`config.mk`:
```
export PLATFORM = sky130hd
export DESIGN_NAME = ysyx_22040125_pc_ctrl
export DESIGN_NICKNAME = d
export VERILOG_FILES = /design/src/rtl/ysyx_22040125_pc_ctrl.sv
export SDC_FILE = /design/constraint.sdc
export NUM_CORES = 1
export LEC_CHECK = 0
export ABC_AREA = 0
export CORE_AREA = 4 4 203 205
export DETAILED_ROUTE_END_ITERATION = 8
export DIE_AREA = 0 0 207 209
export DONT_BUFFER_PORTS = 1
export SYNTH_ARGS = -nofsm -noshare
export SYNTH_HDL_FRONTEND = slang
export SYNTH_SLANG_ARGS = --single-unit
```
`constraint.sdc`:
```
create_clock -name clk -period 4.2 [get_ports clk]
set_input_delay 1.26 -clock clk [delete_from_list [all_inputs] [get_ports clk]]
set_output_delay 1.26 -clock clk [all_outputs]
set_load 0.02 [all_outputs]
```
`src/rtl/ysyx_22040125_pc_ctrl.sv`:
```
// PC control and instruction fetch sequencer: one outstanding fetch, EX redirects.
// Optional misaligned-target trap: define YSYX_22040125_PC_MISALIGN_TRAP_EN.
module ysyx_22040125_pc_ctrl #(
    parameter logic [63:0] RESET_PC = 64'h0000_0000_8000_0000
) (
    input  logic        clk,
    input  logic        rst_n,
    input  logic        redirect_valid,
    input  logic [2:0]  pc_sel,
    input  logic [63:0] dnpc_in1,
    input  logic [63:0] dnpc_in2,
    input  logic [63:0] mtvec,
    input  logic [63:0] mepc,
    output logic        ifu_req_valid,
    output logic [63:0] ifu_req_addr,
    input  logic        ifu_req_ready,
    input  logic        ifu_rsp_valid,
    input  logic [31:0] ifu_rsp_inst,
    output logic        inst_valid,
    output logic [31:0] inst,
    output logic [63:0] inst_pc,
    input  logic        id_ready,
    output logic        flush,
    output logic        misalign_exc,
    output logic [63:0] misalign_addr
);

    typedef enum logic [2:0] {
        S_IDLE = 3'd0,
        S_REQ  = 3'd1,
        S_WAIT = 3'd2,
        S_HOLD = 3'd3,
        S_DROP = 3'd4
    } state_t;

    state_t      state_q;
    state_t      state_d;
    logic [63:0] pc_q;
    logic [63:0] pc_d;
    logic [31:0] inst_q;
    logic [31:0] inst_d;
    logic [63:0] inst_pc_q;
    logic [63:0] inst_pc_d;
    logic        flush_q;
    logic        flush_d;

    logic        sel_hit;
    logic        sel_ctl;
    logic [63:0] sel_tgt;
    logic        take;
    logic [63:0] tgt;
    logic        bad_tgt;

    logic        req_fire;

    // Redirect code decode: which codes carry a target and where it points
    always_comb begin
        sel_hit = 1'b0;
        sel_ctl = 1'b0;
        sel_tgt = 64'd0;
        unique case (1'b1)
            (pc_sel == 3'b001),
            (pc_sel == 3'b010): begin
                sel_hit = 1'b1;
                sel_ctl = 1'b1;
                sel_tgt = dnpc_in1;
            end
            (pc_sel == 3'b011): begin
                sel_hit = 1'b1;
                sel_ctl = 1'b1;
                sel_tgt = dnpc_in2;
            end
            (pc_sel == 3'b100): begin
                sel_hit = 1'b1;
                sel_tgt = mtvec;
            end
            (pc_sel == 3'b101): begin
                sel_hit = 1'b1;
                sel_tgt = mepc;
            end
            default: begin
                sel_hit = 1'b0;
            end
        endcase
    end

    assign take = redirect_valid & sel_hit;

`ifdef YSYX_22040125_PC_MISALIGN_TRAP_EN
    logic        mexc_q;
    logic        mexc_d;
    logic [63:0] maddr_q;
    logic [63:0] maddr_d;

    // Control-transfer targets off a 4-byte boundary are diverted to mtvec
    always_comb begin
        bad_tgt = take & sel_ctl & (sel_tgt[1:0] != 2'b00);
        tgt     = bad_tgt ? mtvec : sel_tgt;
    end

    // Misalign report: one-cycle pulse, address held until the next report
    always_comb begin
        mexc_d  = 1'b0;
        maddr_d = maddr_q;
        if (bad_tgt && state_q != S_IDLE) begin
            mexc_d  = 1'b1;
            maddr_d = sel_tgt;
        end
    end

    // Misalign report registers
    always_ff @(posedge clk) begin
        if (!rst_n) begin
            mexc_q  <= 1'b0;
            maddr_q <= 64'd0;
        end else begin
            mexc_q  <= mexc_d;
            maddr_q <= maddr_d;
        end
    end

    assign misalign_exc  = mexc_q;
    assign misalign_addr = maddr_q;
`else
    // Targets are used as given; the ctl flag has no consumer here
    always_comb begin
        bad_tgt = 1'b0;
        tgt     = sel_tgt;
    end

    assign misalign_exc  = 1'b0;
    assign misalign_addr = 64'd0;

    logic unused_ok;
    assign unused_ok = sel_ctl ^ bad_tgt;
`endif

    assign req_fire = (state_q == S_REQ) & ifu_req_ready;

    // Next-state, next-PC and handoff capture
    always_comb begin
        state_d   = state_q;
        pc_d      = pc_q;
        inst_d    = inst_q;
        inst_pc_d = inst_pc_q;
        flush_d   = 1'b0;
        unique case (state_q)
            S_IDLE: begin
                state_d = S_REQ;
                pc_d    = RESET_PC;
            end
            S_REQ: begin
                if (take) begin
                    pc_d    = tgt;
                    flush_d = 1'b1;
                    state_d = req_fire ? S_DROP : S_REQ;
                end else if (req_fire) begin
                    state_d = S_WAIT;
                end
            end
            S_WAIT: begin
                if (take) begin
                    pc_d    = tgt;
                    flush_d = 1'b1;
                    state_d = ifu_rsp_valid ? S_REQ : S_DROP;
                end else if (ifu_rsp_valid) begin
                    inst_d    = ifu_rsp_inst;
                    inst_pc_d = pc_q;
                    state_d   = S_HOLD;
                end
            end
            S_HOLD: begin
                if (take) begin
                    pc_d    = tgt;
                    flush_d = 1'b1;
                    state_d = S_REQ;
                end else if (id_ready) begin
                    pc_d    = pc_q + 64'd4;
                    state_d = S_REQ;
                end
            end
            S_DROP: begin
                if (take) begin
                    pc_d    = tgt;
                    flush_d = 1'b1;
                end
                // A response here belongs to a killed request
                if (ifu_rsp_valid) begin
                    state_d = S_REQ;
                end
            end
            default: begin
                state_d = S_IDLE;
                pc_d    = RESET_PC;
            end
        endcase
    end

    // State, PC and handoff registers
    always_ff @(posedge clk) begin
        if (!rst_n) begin
            state_q   <= S_IDLE;
            pc_q      <= RESET_PC;
            inst_q    <= 32'd0;
            inst_pc_q <= 64'd0;
            flush_q   <= 1'b0;
        end else begin
            state_q   <= state_d;
            pc_q      <= pc_d;
            inst_q    <= inst_d;
            inst_pc_q <= inst_pc_d;
            flush_q   <= flush_d;
        end
    end

    assign ifu_req_valid = (state_q == S_REQ);
    assign ifu_req_addr  = pc_q;
    assign inst_valid    = (state_q == S_HOLD);
    assign inst          = inst_q;
    assign inst_pc       = inst_pc_q;
    assign flush         = flush_q;

endmodule
```
==> key figures, run 1 <==
STA
  – Worst-margin pin slew: 0.901 ns
  – Maximum clock frequency: ~320 MHz
  – Setup TNS: 0 ns
  – Skew final: 0.0104 ns
  – Fin crit period: 3.16 ns
  – Slew HR: 39.8%
  – RSZ-0062 raised after global routing: false
  – Final Max Tran Viols: 0
  – Final hold violation count: 0
  – Endpoints failing setup: 0
  – Final cycle utilization of the critical path: around three quarters

CTS
  – Num CTS Buffers: 17
  – Hold_buf cts: 0
  – CTS resizes: 0
  – TritonCTS clock tree: built
  – Clk slew on worst S/H paths: 0.07 ns
  – Clk Latency, worst-skew pair: between 0.4 and 0.5 ns
  – Root buffer cell: clkbuf_16
  – CTS max path bufs: 2
  – H-tree lvl count: 4
  – Clock sink count: 164
  – Post-CTS setup buffers: 0

Floorplanning
  – Die Ht: 209 microns
  – Die W: around 210 microns
  – CORE AREA: 0.0395 sq mm
  – I/O Pins: 525
  – # rows: 73
  – Initial Utilization: approximately a quarter
  – Die Area: ~0.043 sq mm

Route
  – Number of vias per cell: 5.67
  – DR DRC count: 0
  – Final WL: between 40000 and 50000 microns
  – Met2 WL: 23300 microns
  – DRT met1 WL: 18200 microns
  – DRT iter0 DRCs: approximately 1200
  – Routed len/inst: 26.0 microns
  – ANT nets after route: 0
  – Met3 Wirelength: 4550 microns
  – DR pass1 iterations: 7
  – Routed via count: 10400
  – Top routing layer used: met5

Status
  – Outcome: complete, no violations

Global routing
  – Vias in the first global route: 9646
  – First-pass GRT wire length: 67500 microns
  – Gr usage total: 20.7%
  – Largest net degree at the start of global routing: 97
  – Initial antenna violation count: 9
  – Grt ovf: 0

Placed design
  – DP Area: 0.0106 sq mm
  – HPWL after detailed placement: 37400 microns
  – Count of buffers from port buffering: 0
  – Placed cells: 1797
  – GP Congestion: 0.876

Worst hold path
  – Worst hold path type: register to register
  – Worst Min Path Start: inst[13]

Yosys
  – Cell types with the highest counts after synthesis: nand2_1, dfxtp_1, a21oi_1
  – Synth Warn #: 0
  – Cell with the most instances after synthesis: nand2_1
  – Post-synth EDFFs: 0
  – Synth cell types: 76
  – Area contributors post-synth: dfxtp_1, nand2_1, a21oi_1
  – Synth top area share: 32.1%
  – Yosys reg bits: 164
  – Async SR Flop Fraction: 0%
  – Yosys top cell by area: dfxtp_1
  – Most used DFF post-synth: dfxtp_1
  – Syn Area/Cell: 7.60 sq um
  – Post-Syn Area: slightly above 0.01 sq mm
  – Sequential element share of the synthesized area: 32.1%
  – Syn Inst Count: around 1300

Pwr
  – PwrDens: roughly 350 mW/mm^2
  – Total power: between 3 and 4 mW
  – Pleak: about 3.7 nW
  – Worst vdd ir: between 0.2 and 0.3 mV

Cells and area
  – Final instance area: 0.0112 sq mm
  – # fillers: 4301
  – Non-filler cells in the finished layout: 1837
  – Final core occ: 28.4%
  – Nets: 1589
  – Synth-to-layout area growth: 9.61%
  – Fraction of layout cells with a size suffix above 1: 11.7%

Worst setup path
  – Worst-path maximum fanout: 7
  – Worst Path Arrival: ~3.6 ns
  – Critical path class: register to register
  – Crit path required time: 4.60 ns
  – CP endpoint kind: register
  – Worst Setup SP: ifu_req_addr[2]
  – Reg2reg start: ifu_req_addr[2]
  – Startpoint types: register

Run
  – Max-Cap Viols: 0
## final cells by class
| cell class | instances | area, sq um | share of cell area, % |
|---|---|---|---|
| Antenna cell | 8 | 20.0 | 0.179 |
| Clock buffer | 19 | 453 | 4.04 |
| Clock inverter | 13 | 160 | 1.43 |
| Inverter | 13 | 51.3 | 0.458 |
| Multi-Input combinational cell | 1051 | 6220 | 55.5 |
| Sequential cell | 164 | 3280 | 29.3 |
| Tap cell | 525 | 657 | 5.86 |
| Timing Repair Buffer | 44 | 355 | 3.17 |
## through the flow
| stage | worst slack (ns) | hold WS (ns) |
|---|---|---|
| after floorplan | 1.19 | 0.533 |
| after global placement | 0.736 | 0.544 |
| after detailed placement | 0.687 | 0.549 |
| after CTS | 1.15 | 0.559 |
| after global routing | 0.745 | 0.575 |
| final | 1.04 | 0.555 |
## layer usage
| layer | GRT usage [%] | up-vias |
|---|---|---|
| li1 | - | 4719 |
| met1 | 24.5 | 4996 |
| met2 | 35.3 | 626 |
| met3 | 6.68 | 77 |
| met4 | 7.23 | 2 |
| met5 | 0 | - |
## state kept, by name (all words and copies together), names as in the netlist
signal	count
ifu_req_addr	64
flush	1
inst	32
inst_pc	64
state_q	3
## path summary, 6_finish.rpt
path,slack [ns],end,cells after the start
min,0.55,inst[13],2
min reg2reg,0.55,inst[13],2
max reg2reg,1.04,ifu_req_addr[56],7
max,1.04,ifu_req_addr[56],7
## cells in the final DEF, fill, tap and decap left out, types with 8 or more instances in the layout
master	netlist	final
a21oi_1	136	135
a222oi_1	27	27
a22oi_1	45	45
a31oi_1	17	17
and2_1	10	10
and3_1	16	15
and4_1	9	9
buf_4	65	42
clkbuf_16	0	17
conb_1	1	65
dfxtp_1	164	164
diode_2	0	8
inv_1	13	12
mux2_2	52	52
mux2i_1	39	39
nand2_1	259	259
nand3_1	39	38
nand4_1	28	28
nor2_1	57	56
nor3_1	24	24
nor4_1	10	10
o211ai_1	10	10
o21ai_0	53	53
o22ai_1	35	35
or3_1	10	10
## power breakdown
group	switching, mW	internal, mW	leakage [nW]
registers	0.0918	1.59	1.32
logic	0.410	0.205	2.12
clock network	0.753	0.929	0.299
## critical path, cell delays in order, from the launching register on
cell	delay [ns]
dfxtp_1	0.68
ha_1	0.35
and3_1	0.26
nand2_1	0.14
nor4_2	0.59
nand4_1	0.49
o41ai_1	0.44
a21o_1	0.15
## cells by family after synthesis
group                      synth area share, %
and+or+nand+nor                           23.4
AOI/OAI and AO/OA                         24.9
buffers and inverters                     9.75
DFF                                       32.1
muxes                                     9.55
xor gates and xnor gates                 0.171
adders and majority gates                0.122
other                                   0.0367
(Power assumes the default switching activity.)
==> run 2: changes to the inputs <==
- clock period: 4.2 -> 3.2 ns (I/O delays scaled with it)
==> run 2 against run 1 <==
  * Critical path depth did not move
  * Fmax increased by 17%
  * Hold slack got worse by 0.011 ns
  * Non-clock buffer count grew 51
  * First-iteration DRC count down 0.49%
  * Clock skew rose by 0.013 ns
  * Clock power grew 21%
  * Sequential power up 29%
  * Final area rose by 3.4%
  * Largest power group unchanged
  * Highest routed layer is now met4
==> key figures, run 2 (synthesized netlist as in run 1, its figures left out) <==
CTS
  – Clock sink count: ~160
  – Post-CTS setup buffers: 0
  – Clk slew on worst S/H paths: 0.08 ns
  – Num CTS Buffers: 17
  – CTS resizes: 0
  – Hold_buf cts: 0
  – TritonCTS clock tree: built
  – Root buffer cell: clkbuf_16
  – CTS max path bufs: 2
  – Clk Latency, worst-skew pair: 0.46 ns
  – H-tree lvl count: 4

Cells and area
  – Fraction of layout cells with a size suffix above 1: approximately 15%
  – Synth-to-layout area growth: 13.4%
  – Commonest non-fill, non-tap cells in the layout: nand2_1, dfxtp_1, a21oi_1, buf_4, conb_1
  – Nets: 1640
  – Most common cell after layout, fill and taps aside: nand2_1

Global routing
  – Gr usage total: 21.2%
  – Largest net degree at the start of global routing: 94
  – Grt ovf: 0
  – First-pass GRT wire length: roughly 70000 microns
  – Vias in the first global route: 10000
  – Initial antenna violation count: 9

Floorplanning
  – Die Ht: around 210 microns
  – CORE AREA: around 0.039 sq mm
  – # rows: 73
  – Die Area: roughly 0.043 sq mm
  – Die W: around 210 microns
  – I/O Pins: 525
  – Initial Utilization: 25.9%

Pwr
  – Internal cell power: between 3 and 4 mW
  – P_sw: roughly 1.7 mW
  – Worst vdd ir: 0.317 mV
  – PwrDens: 442 mW/mm^2
  – Comb pwr share: a little under a fifth
  – Clock power frac: roughly two fifths
  – Sw Ratio: approximately 32%
  – Pleak: 4.01 nW
  – Seq pwr share: 42.1%

Worst setup path
  – CP endpoint kind: register
  – Worst-case reg-to-reg path depth: 7
  – Worst-path maximum fanout: 7
  – Worst Path Arrival: ~3.1 ns
  – Startpoint types: register
  – Crit path required time: 3.60 ns
  – Critical path class: register to register

Placed design
  – GP Congestion: 0.927
  – Count of buffers from port buffering: 0
  – HPWL after detailed placement: a little under 40000 microns
  – Pre-CTS setup slack: 0.251 ns

Route
  – DR pass1 iterations: 6
  – Final WL: ~49000 microns
  – Number of vias per cell: 5.63
  – DR DRC count: 0
  – Routed via count: 10600
  – Routed len/inst: 25.9 microns
  – ANT nets after route: 0
  – DRT iter0 DRCs: about 1200

Status
  – Outcome: complete, no violations

STA
  – Final cycle utilization of the critical path: 84.5%
  – Worst-margin pin slew: 1.09 ns
  – PnR worst setup slack: 0.495 ns
  – Skew final: 0.0234 ns
  – Fin crit period: 2.70 ns
  – Endpoints failing setup: 0
  – Slew HR: roughly 27%
  – RSZ-0062 raised after global routing: false
  – Setup TNS: 0 ns
  – Final hold violation count: 0
  – Final Max Tran Viols: 0
  – Min Hold Slack: 0.544 ns
  – Maximum clock frequency: 370 MHz

Worst hold path
  – Hold path cells: 2
  – Worst hold path type: register to register

Run
  – Max-Cap Viols: 0
## run 2: changes by cell type in the layout (fill, tap and decap cells not counted)
cell,change
inv_6,+1
bufinv_16,-2
diode_2,-5
buf_12,+5
clkinv_2,+1
clkinvlp_4,+1
buf_4,+46
inv_8,-1
## run 2: cell type report
class,count,area (sq um)
Multi-Input combinational cell,1051,6220
Clock buffer,19,453
Clock inverter,13,110
Inverter,13,51.3
Fill cell,4289,27900
Tap cell,525,657
Antenna cell,3,7.51
Sequential cell,164,3280
Timing Repair Buffer,95,801
## run 2: worst max-delay path: stages, from the launching register on
cell and delay [ns]:
dfxtp_1 0.41, ha_1 0.24, and3_1 0.25, nand2_1 0.15, nor4_2 0.58, nand4_1 0.45, o41ai_1 0.43, a21o_1 0.15
## run 2: power by group through the flow
| stage | registers (mW) | logic (mW) | clock network (mW) |
|---|---|---|---|
| 2_1_floorplan | 2.22 | 0.640 | 0 |
| 3_3_place_gp | 2.20 | 0.920 | 0 |
| 3_5_place_dp | 2.20 | 0.928 | 0 |
| 4_1_cts | 2.16 | 0.932 | 2.08 |
| 5_1_grt | 2.16 | 1.00 | 2.15 |
| 6_report | 2.16 | 0.930 | 2.03 |
## run 2: metrics by stage
step	instance area (sq um)	total power, mW	util [%]	std cells
global placement	11000	3.12	27.9	1848
finish	11600	5.12	29.4	1883
global route	11600	5.31	29.3	1881
floorplan	10500	2.86	-	1408
CTS	11600	5.17	29.3	1880
detailed placement	11000	3.13	27.9	1848
## run 2: routing by layer
| metal | part of all wire (%) | track usage, % |
|---|---|---|
| met2 | 50 | 37.3 |
| met4 | 3.1 | 6.41 |
| met5 | 0 | 0 |
| met1 | 39 | 25.1 |
| met3 | 8.7 | 5.93 |
## run 2: path summary, 6_finish.rpt
| kind | startpoint | to | slack [ns] |
|---|---|---|---|
| setup / recovery | ifu_req_addr[2] | ifu_req_addr[56] | 0.50 |
| hold reg to reg | ifu_req_addr[17] | ifu_req_addr[17] | 0.54 |
| setup reg to reg | ifu_req_addr[2] | ifu_req_addr[56] | 0.50 |
| hold / removal | ifu_req_addr[17] | ifu_req_addr[17] | 0.54 |
